File: src/rtl/core_seq_ctl.sv
`default_nettype none
// ============================================================================
// Module   : core_seq_ctl
// Brief    : Multi-cycle FETCH/EXEC/MEM/WB instruction sequencer for hxd32.
//            Gates decoder write enables, handshakes with instruction and
//            data RAM, and provides run/halt control, a retired-instruction
//            counter and a data-RAM timeout error.
// Revision : 1.0 - initial release
// ============================================================================
module core_seq_ctl #(
    parameter int CNT_W       = 32,
    parameter int MEM_TIMEOUT = 16
) (
    input  logic             clk_i,
    input  logic             rst_n_i,
    input  logic             run_i,
    input  logic             halt_req_i,
    input  logic             iram_rd_valid_i,
    input  logic             inst_load_i,
    input  logic             inst_store_i,
    input  logic             inst_illegal_i,
    input  logic             dec_rd_wr_en_i,
    input  logic             dram_ready_i,
    output logic             iram_rd_en_o,
    output logic             inst_latch_en_o,
    output logic             pc_wr_en_o,
    output logic             rd_wr_en_o,
    output logic             dram_rd_en_o,
    output logic             dram_wr_en_o,
    output logic             busy_o,
    output logic             halted_o,
    output logic [1:0]       err_o,
    output logic [2:0]       state_o,
    output logic [CNT_W-1:0] instret_o
);

    typedef enum logic [2:0] {
        IDLE  = 3'd0,
        FETCH = 3'd1,
        EXEC  = 3'd2,
        MEM   = 3'd3,
        WB    = 3'd4,
        HALT  = 3'd5
    } state_t;

    localparam logic [1:0] ERR_NONE    = 2'd0;
    localparam logic [1:0] ERR_ILLEGAL = 2'd1;
    localparam logic [1:0] ERR_TIMEOUT = 2'd2;

    state_t           state;
    state_t           state_nxt;
    logic             halt_pend;
    logic [1:0]       err;
    logic [CNT_W-1:0] instret;
    logic             inst_bad;
    logic             mem_entry;
    logic             halt_entry;
    logic             to_hit;
    logic             set_err_ill;
    logic             set_err_to;
    logic             clr_err;

    // A load that is also a store is treated exactly like an unsupported opcode.
    assign inst_bad   = inst_illegal_i | (inst_load_i & inst_store_i);
    assign mem_entry  = (state_nxt == MEM)  && (state != MEM);
    assign halt_entry = (state_nxt == HALT) && (state != HALT);

    // State register.
    always_ff @(posedge clk_i or negedge rst_n_i) begin
        if (!rst_n_i) begin
            state <= IDLE;
        end else begin
            state <= state_nxt;
        end
    end

    // Next-state decode and Mealy output enables; outputs derive from the
    // current state so an async reset drops every enable immediately.
    always_comb begin
        state_nxt       = state;
        iram_rd_en_o    = 1'b0;
        inst_latch_en_o = 1'b0;
        pc_wr_en_o      = 1'b0;
        rd_wr_en_o      = 1'b0;
        dram_rd_en_o    = 1'b0;
        dram_wr_en_o    = 1'b0;
        busy_o          = 1'b0;
        halted_o        = 1'b0;
        set_err_ill     = 1'b0;
        set_err_to      = 1'b0;
        clr_err         = 1'b0;
        case (state)
            IDLE: begin
                if (run_i) begin
                    state_nxt = FETCH;
                end
            end
            FETCH: begin
                busy_o       = 1'b1;
                iram_rd_en_o = 1'b1;
                // An arriving instruction is always taken before a pending halt.
                if (iram_rd_valid_i) begin
                    inst_latch_en_o = 1'b1;
                    state_nxt       = EXEC;
                end else if (halt_pend) begin
                    state_nxt = HALT;
                end
            end
            EXEC: begin
                busy_o = 1'b1;
                if (inst_bad) begin
                    set_err_ill = 1'b1;
                    state_nxt   = HALT;
                end else if (inst_load_i || inst_store_i) begin
                    state_nxt = MEM;
                end else begin
                    state_nxt = WB;
                end
            end
            MEM: begin
                busy_o       = 1'b1;
                dram_rd_en_o = inst_load_i;
                dram_wr_en_o = inst_store_i & ~inst_load_i;
                if (dram_ready_i) begin
                    state_nxt = WB;
                end else if (to_hit) begin
                    set_err_to = 1'b1;
                    state_nxt  = HALT;
                end
            end
            WB: begin
                busy_o     = 1'b1;
                pc_wr_en_o = 1'b1;
                rd_wr_en_o = dec_rd_wr_en_i & ~inst_store_i;
                if (halt_pend || halt_req_i) begin
                    state_nxt = HALT;
                end else begin
                    state_nxt = FETCH;
                end
            end
            HALT: begin
                halted_o = 1'b1;
                if (run_i && !halt_req_i) begin
                    clr_err   = 1'b1;
                    state_nxt = FETCH;
                end
            end
            default: begin
                state_nxt = IDLE;
            end
        endcase
    end

    // Halt request is remembered until the sequencer actually reaches HALT.
    always_ff @(posedge clk_i or negedge rst_n_i) begin
        if (!rst_n_i) begin
            halt_pend <= 1'b0;
        end else if (halt_entry) begin
            halt_pend <= 1'b0;
        end else if (halt_req_i) begin
            halt_pend <= 1'b1;
        end
    end

    // Sticky error code, cleared only when resuming from HALT.
    always_ff @(posedge clk_i or negedge rst_n_i) begin
        if (!rst_n_i) begin
            err <= ERR_NONE;
        end else if (set_err_ill) begin
            err <= ERR_ILLEGAL;
        end else if (set_err_to) begin
            err <= ERR_TIMEOUT;
        end else if (clr_err) begin
            err <= ERR_NONE;
        end
    end

    // Retired-instruction counter; one retirement per WB cycle, wraps freely.
    always_ff @(posedge clk_i or negedge rst_n_i) begin
        if (!rst_n_i) begin
            instret <= '0;
        end else if (state == WB) begin
            instret <= instret + CNT_W'(1);
        end
    end

    generate
        if (MEM_TIMEOUT > 0) begin : g_timeout
            localparam int              TO_W    = (MEM_TIMEOUT > 1) ? $clog2(MEM_TIMEOUT) : 1;
            localparam logic [TO_W-1:0] TO_LAST = TO_W'(MEM_TIMEOUT - 1);

            logic [TO_W-1:0] to_cnt;

            // MEM wait counter: restarts on MEM entry, counts unanswered cycles.
            always_ff @(posedge clk_i or negedge rst_n_i) begin
                if (!rst_n_i) begin
                    to_cnt <= '0;
                end else if (mem_entry) begin
                    to_cnt <= '0;
                end else if ((state == MEM) && !dram_ready_i && (to_cnt != TO_LAST)) begin
                    to_cnt <= to_cnt + TO_W'(1);
                end
            end

            assign to_hit = (state == MEM) && !dram_ready_i && (to_cnt == TO_LAST);
        end else begin : g_no_timeout
            assign to_hit = 1'b0;
        end
    endgenerate

    assign err_o     = err;
    assign state_o   = state;
    assign instret_o = instret;

endmodule
`default_nettype wire

File: config.mk
export PLATFORM = sky130hd
export DESIGN_NAME = core_seq_ctl
export DESIGN_NICKNAME = d
export VERILOG_FILES = /design/src/rtl/core_seq_ctl.sv
export SDC_FILE = /design/constraint.sdc
export NUM_CORES = 1
export LEC_CHECK = 0
export ABC_AREA = 1
export ABC_CLOCK_PERIOD_IN_PS = 2000
export CAP_MARGIN = 5
export CORE_MARGIN = 3
export CORE_UTILIZATION = 51
export CTS_CLUSTER_DIAMETER = 50
export DETAILED_ROUTE_END_ITERATION = 8
export HOLD_SLACK_MARGIN = 0.12
export PLACE_DENSITY = 0.8
export REMOVE_ABC_BUFFERS = 1
export SYNTH_ARGS = -nofsm -noshare
export SYNTH_HDL_FRONTEND = slang
export SYNTH_SLANG_ARGS = --single-unit
File: constraint.sdc
create_clock -name clk_i -period 2 [get_ports clk_i]
set_input_delay 0.4 -clock clk_i [delete_from_list [all_inputs] [get_ports clk_i]]
set_output_delay 0.4 -clock clk_i [all_outputs]
set_load 0.02 [all_outputs]
==> flow_metrics.py <==
metrics = {
    "outcome": {
        "status": "finished clean",
    },
    "die": {
        "die_x_um": 76.95,
        "floorplan.rows": 25,
        "initial_utilization_pct": 53.65,
        "design.portCount": 55,
        "die_h_um": 76.95,
        "core_area_mm2": 0.004786,
        "dieArea_mm2": 0.005921,
    },
    "timing": {
        "tns_ns": 0,
        "setup_viol": 0,
        "finalHoldViolations": 0,
        "skew_ns": 0.004430,
        "rsz0062_at_grt": "no",
        "slew_headroom_pct": 70.72,
        "worst_pin_slew_ns": 0.4375,
        "drv_slew": 0,
        "max_freq_ghz": 0.5293,
        "min_period_ns": 1.889,
        "fin_crit_sh_pct": 94.47,
    },
    "setup_path": {
        "worstPathArrival_ns": 1.49,
        "critical_path_depth": 4,
        "crit_path_end_kind": "output pin",
        "cpPeakStageDelay_ns": 0.40,
        "cp_slowest_cell": "dfrtp_1",
        "worstPathRequired_ns": 1.60,
        "startpoint_type": "flip-flop",
        "path_class": "flip-flop to output pin",
        "path_cells": "inv_1 > nor3_1 > buf_4 > dlygate4sd2_1",
        "crit_family": "buffers and inverters",
        "crit_buf_inv": 3,
        "critical_path.startpoint": "state_o[0]",
        "r2r_cells": 9,
        "critPathMaxFanout": 4,
        "timing.rr.start": "state_o[2]",
    },
    "pwr": {
        "total_power_uw": 2882,
        "pwr-share-comb_pct": 41.5,
        "power.switching_uw": 1131,
        "switching_share_pct": 39.24,
        "leakagePower_uw": 0.001588,
        "internal-power_uw": 1751,
        "seqPwrFrac_pct": 38.9,
        "ir_drop_uv": 797.6,
        "p_clk_share_pct": 19.6,
        "power_density_mw_per_mm2": 862.6,
    },
    "cells_and_area": {
        "n_antenna_cell": 0,
        "area_delta_synth_final_pct": 30.12,
        "final_common_cell": "nand2_1",
        "drive_gt1_share_pct": 8.296,
        "final_cells": 513,
        "layout_common_cells": "145 x nand2_1, 61 x nor2_1, 45 x inv_1, 45 x clkdlybuf4s50_1, 42 x dfrtp_1",
        "fin_nets": 457,
    },
    "clock_tree": {
        "cts_tree": "built",
        "post_cts_buffers": 0,
        "clock_sinks": 42,
        "cts_root_buf": "clkbuf_8",
        "cts_max_level": 2,
        "insertion_delay_ns": 0.29,
        "clk_pin_slew_ns": 0.07,
        "clockBufferDepth": 2,
        "numCtsBuffers": 5,
    },
    "global_route": {
        "overflow": 0,
        "grt_usage_pct": 22.73,
        "grt_first_pass_wirelength_um": 10980,
        "grt_pass1_vias": 2549,
        "grt_max_degree": 43,
        "antenna_found_initial": 0,
    },
    "drt": {
        "drtAntennaViolNets": 0,
        "wl_per_cell_um": 12.15,
        "drt_iter0_drc": 146,
        "first_pass_iters": 4,
        "drt_wl_total_um": 6233,
        "routed_via_density": 4.986,
        "drc": 0,
        "num_vias": 2558,
    },
    "synthesis": {
        "yosysSeqAreaShare_pct": 40.94,
        "postSynthCellCount": 375,
        "synth-seq-cells": 42,
        "yosys.area.top_type": "dfrtp_1",
        "ys.warnings.count": 0,
        "syn_area_per_cell_um2": 6.847,
        "synth_edf_count": 0,
        "synth.area.top_cells": "dfrtp_1 41%, nand2_1 21%, nor2_1 8.9%, inv_1 6.6%, nand3_1 4.1%",
        "synth-async-reset-ratio_pct": 100.0,
        "synth_cell_types": 24,
        "synth.top_cell.area_share_pct": 40.94,
        "syn-cell-area_mm2": 0.002567,
        "synthFlopType": "dfrtp_1",
    },
    "hold_path": {
        "min_from": "instret_o[9]",
        "hp-class": "flip-flop to flip-flop",
        "hold_path_depth": 1,
    },
    "placed_design": {
        "numPortBuffers": 54,
        "dp_hpwl_um": 4946,
        "placed_cells": 504,
        "gp_congestion": 0.8880,
    },
    "flow_run": {
        "maxCapViolCount": 0,
    },
}
worst reg2reg max path, cell delays in order (launching register included):
cell	delay [ns]
dfrtp_1	0.42
buf_4	0.16
nand2_1	0.08
nor2_4	0.09
buf_4	0.20
nand2_1	0.11
nor3_2	0.28
nand2_1	0.12
nand2_1	0.10
nand2_1	0.05
power groups by stage:
stage | sequential, uW | combinational (uW) | clock [uW]
5_1_grt | 1140 | 1330 | 618
6_report | 1120 | 1200 | 564
3_3_place_gp | 1130 | 1240 | 0
2_1_floorplan | 1240 | 565 | 0
3_5_place_dp | 1140 | 1260 | 0
4_1_cts | 1120 | 1220 | 577
per-layer routing:
layer / global-route usage [%] / up-vias / part of all wire, %
met1: 25.15 / 1183 / 42
met5: 0 / - / 0
met3: 5.986 / 18 / 6.3
met4: 9.964 / 0 / 2.8
li1: - / 1289 / -
met2: 40.68 / 68 / 49
synthesized netlist by cell type, types with 3 or more instances:
master	count
nor3_1	3
nand3_1	21
xor2_1	10
dfrtp_1	42
xnor2_1	9
nand4_1	11
inv_1	45
o21ai_0	5
nor2_1	61
nand2_1	145
nor2_4	5
state kept, by name, summed over array words and instances (netlist names):
signal and cells:
instret_o 32, g_timeout.to_cnt 4, state_o 3, err_o 2, halt_pend 1
layout make-up:
type                            count  area [um^2]
Multi-Input combinational cell    284         1330
Tap cell                           67        83.83
Inverter                           47        176.4
Clock inverter                      1        5.005
Clock buffer                        7        86.33
Timing Repair Buffer               65        608.1
Fill cell                         439         1445
Sequential cell                    42         1051
kinds of logic (layout without fill, tap and decap cells):
| group | count (synthesis) | in the layout | synth area share (%) |
|---|---|---|---|
| and+or+nand+nor | 256 | 256 | 42.84 |
| buffers and inverters | 49 | 120 | 7.261 |
| DFF | 42 | 42 | 40.94 |
| xor gates and xnor gates | 19 | 19 | 6.481 |
| AOI/OAI and AO/OA | 7 | 7 | 1.510 |
| adders and majority gates | 2 | 2 | 0.9745 |
worst paths after layout:
check / to / slack (ns)
max in group asynchronous: state_o[2] / 1.18
hold / removal: instret_o[9] / 0.52
hold reg to reg: instret_o[9] / 0.52
min in group asynchronous: instret_o[7] / 0.62
setup / recovery: iram_rd_en_o / 0.11
setup reg to reg: instret_o[20] / 0.30
metrics by stage:
stage	util, %	area [um^2]	setup WS (ns)	hold slack, ns
global route	69.80	3341	0.02804	0.5421
detailed placement	68.21	3264	-0.1581	0.3920
CTS	70.12	3356	0.03167	0.5220
finish	69.80	3341	0.1106	0.5216
floorplan	-	2557	-0.1278	0.1044
global placement	68.21	3264	-0.1300	0.3898
repair_timing:
| item | CTS | global route |
|---|---|---|
| endpoints found under the setup margin | 8 | 4 |
| endpoints found under the hold margin | 42 | 0 |
| hold buffers | 1 | 0 |
| resized for setup | 8 | 9 |
| pin swaps | 0 | 0 |
Note: power is estimated with default switching activity, not from simulation.
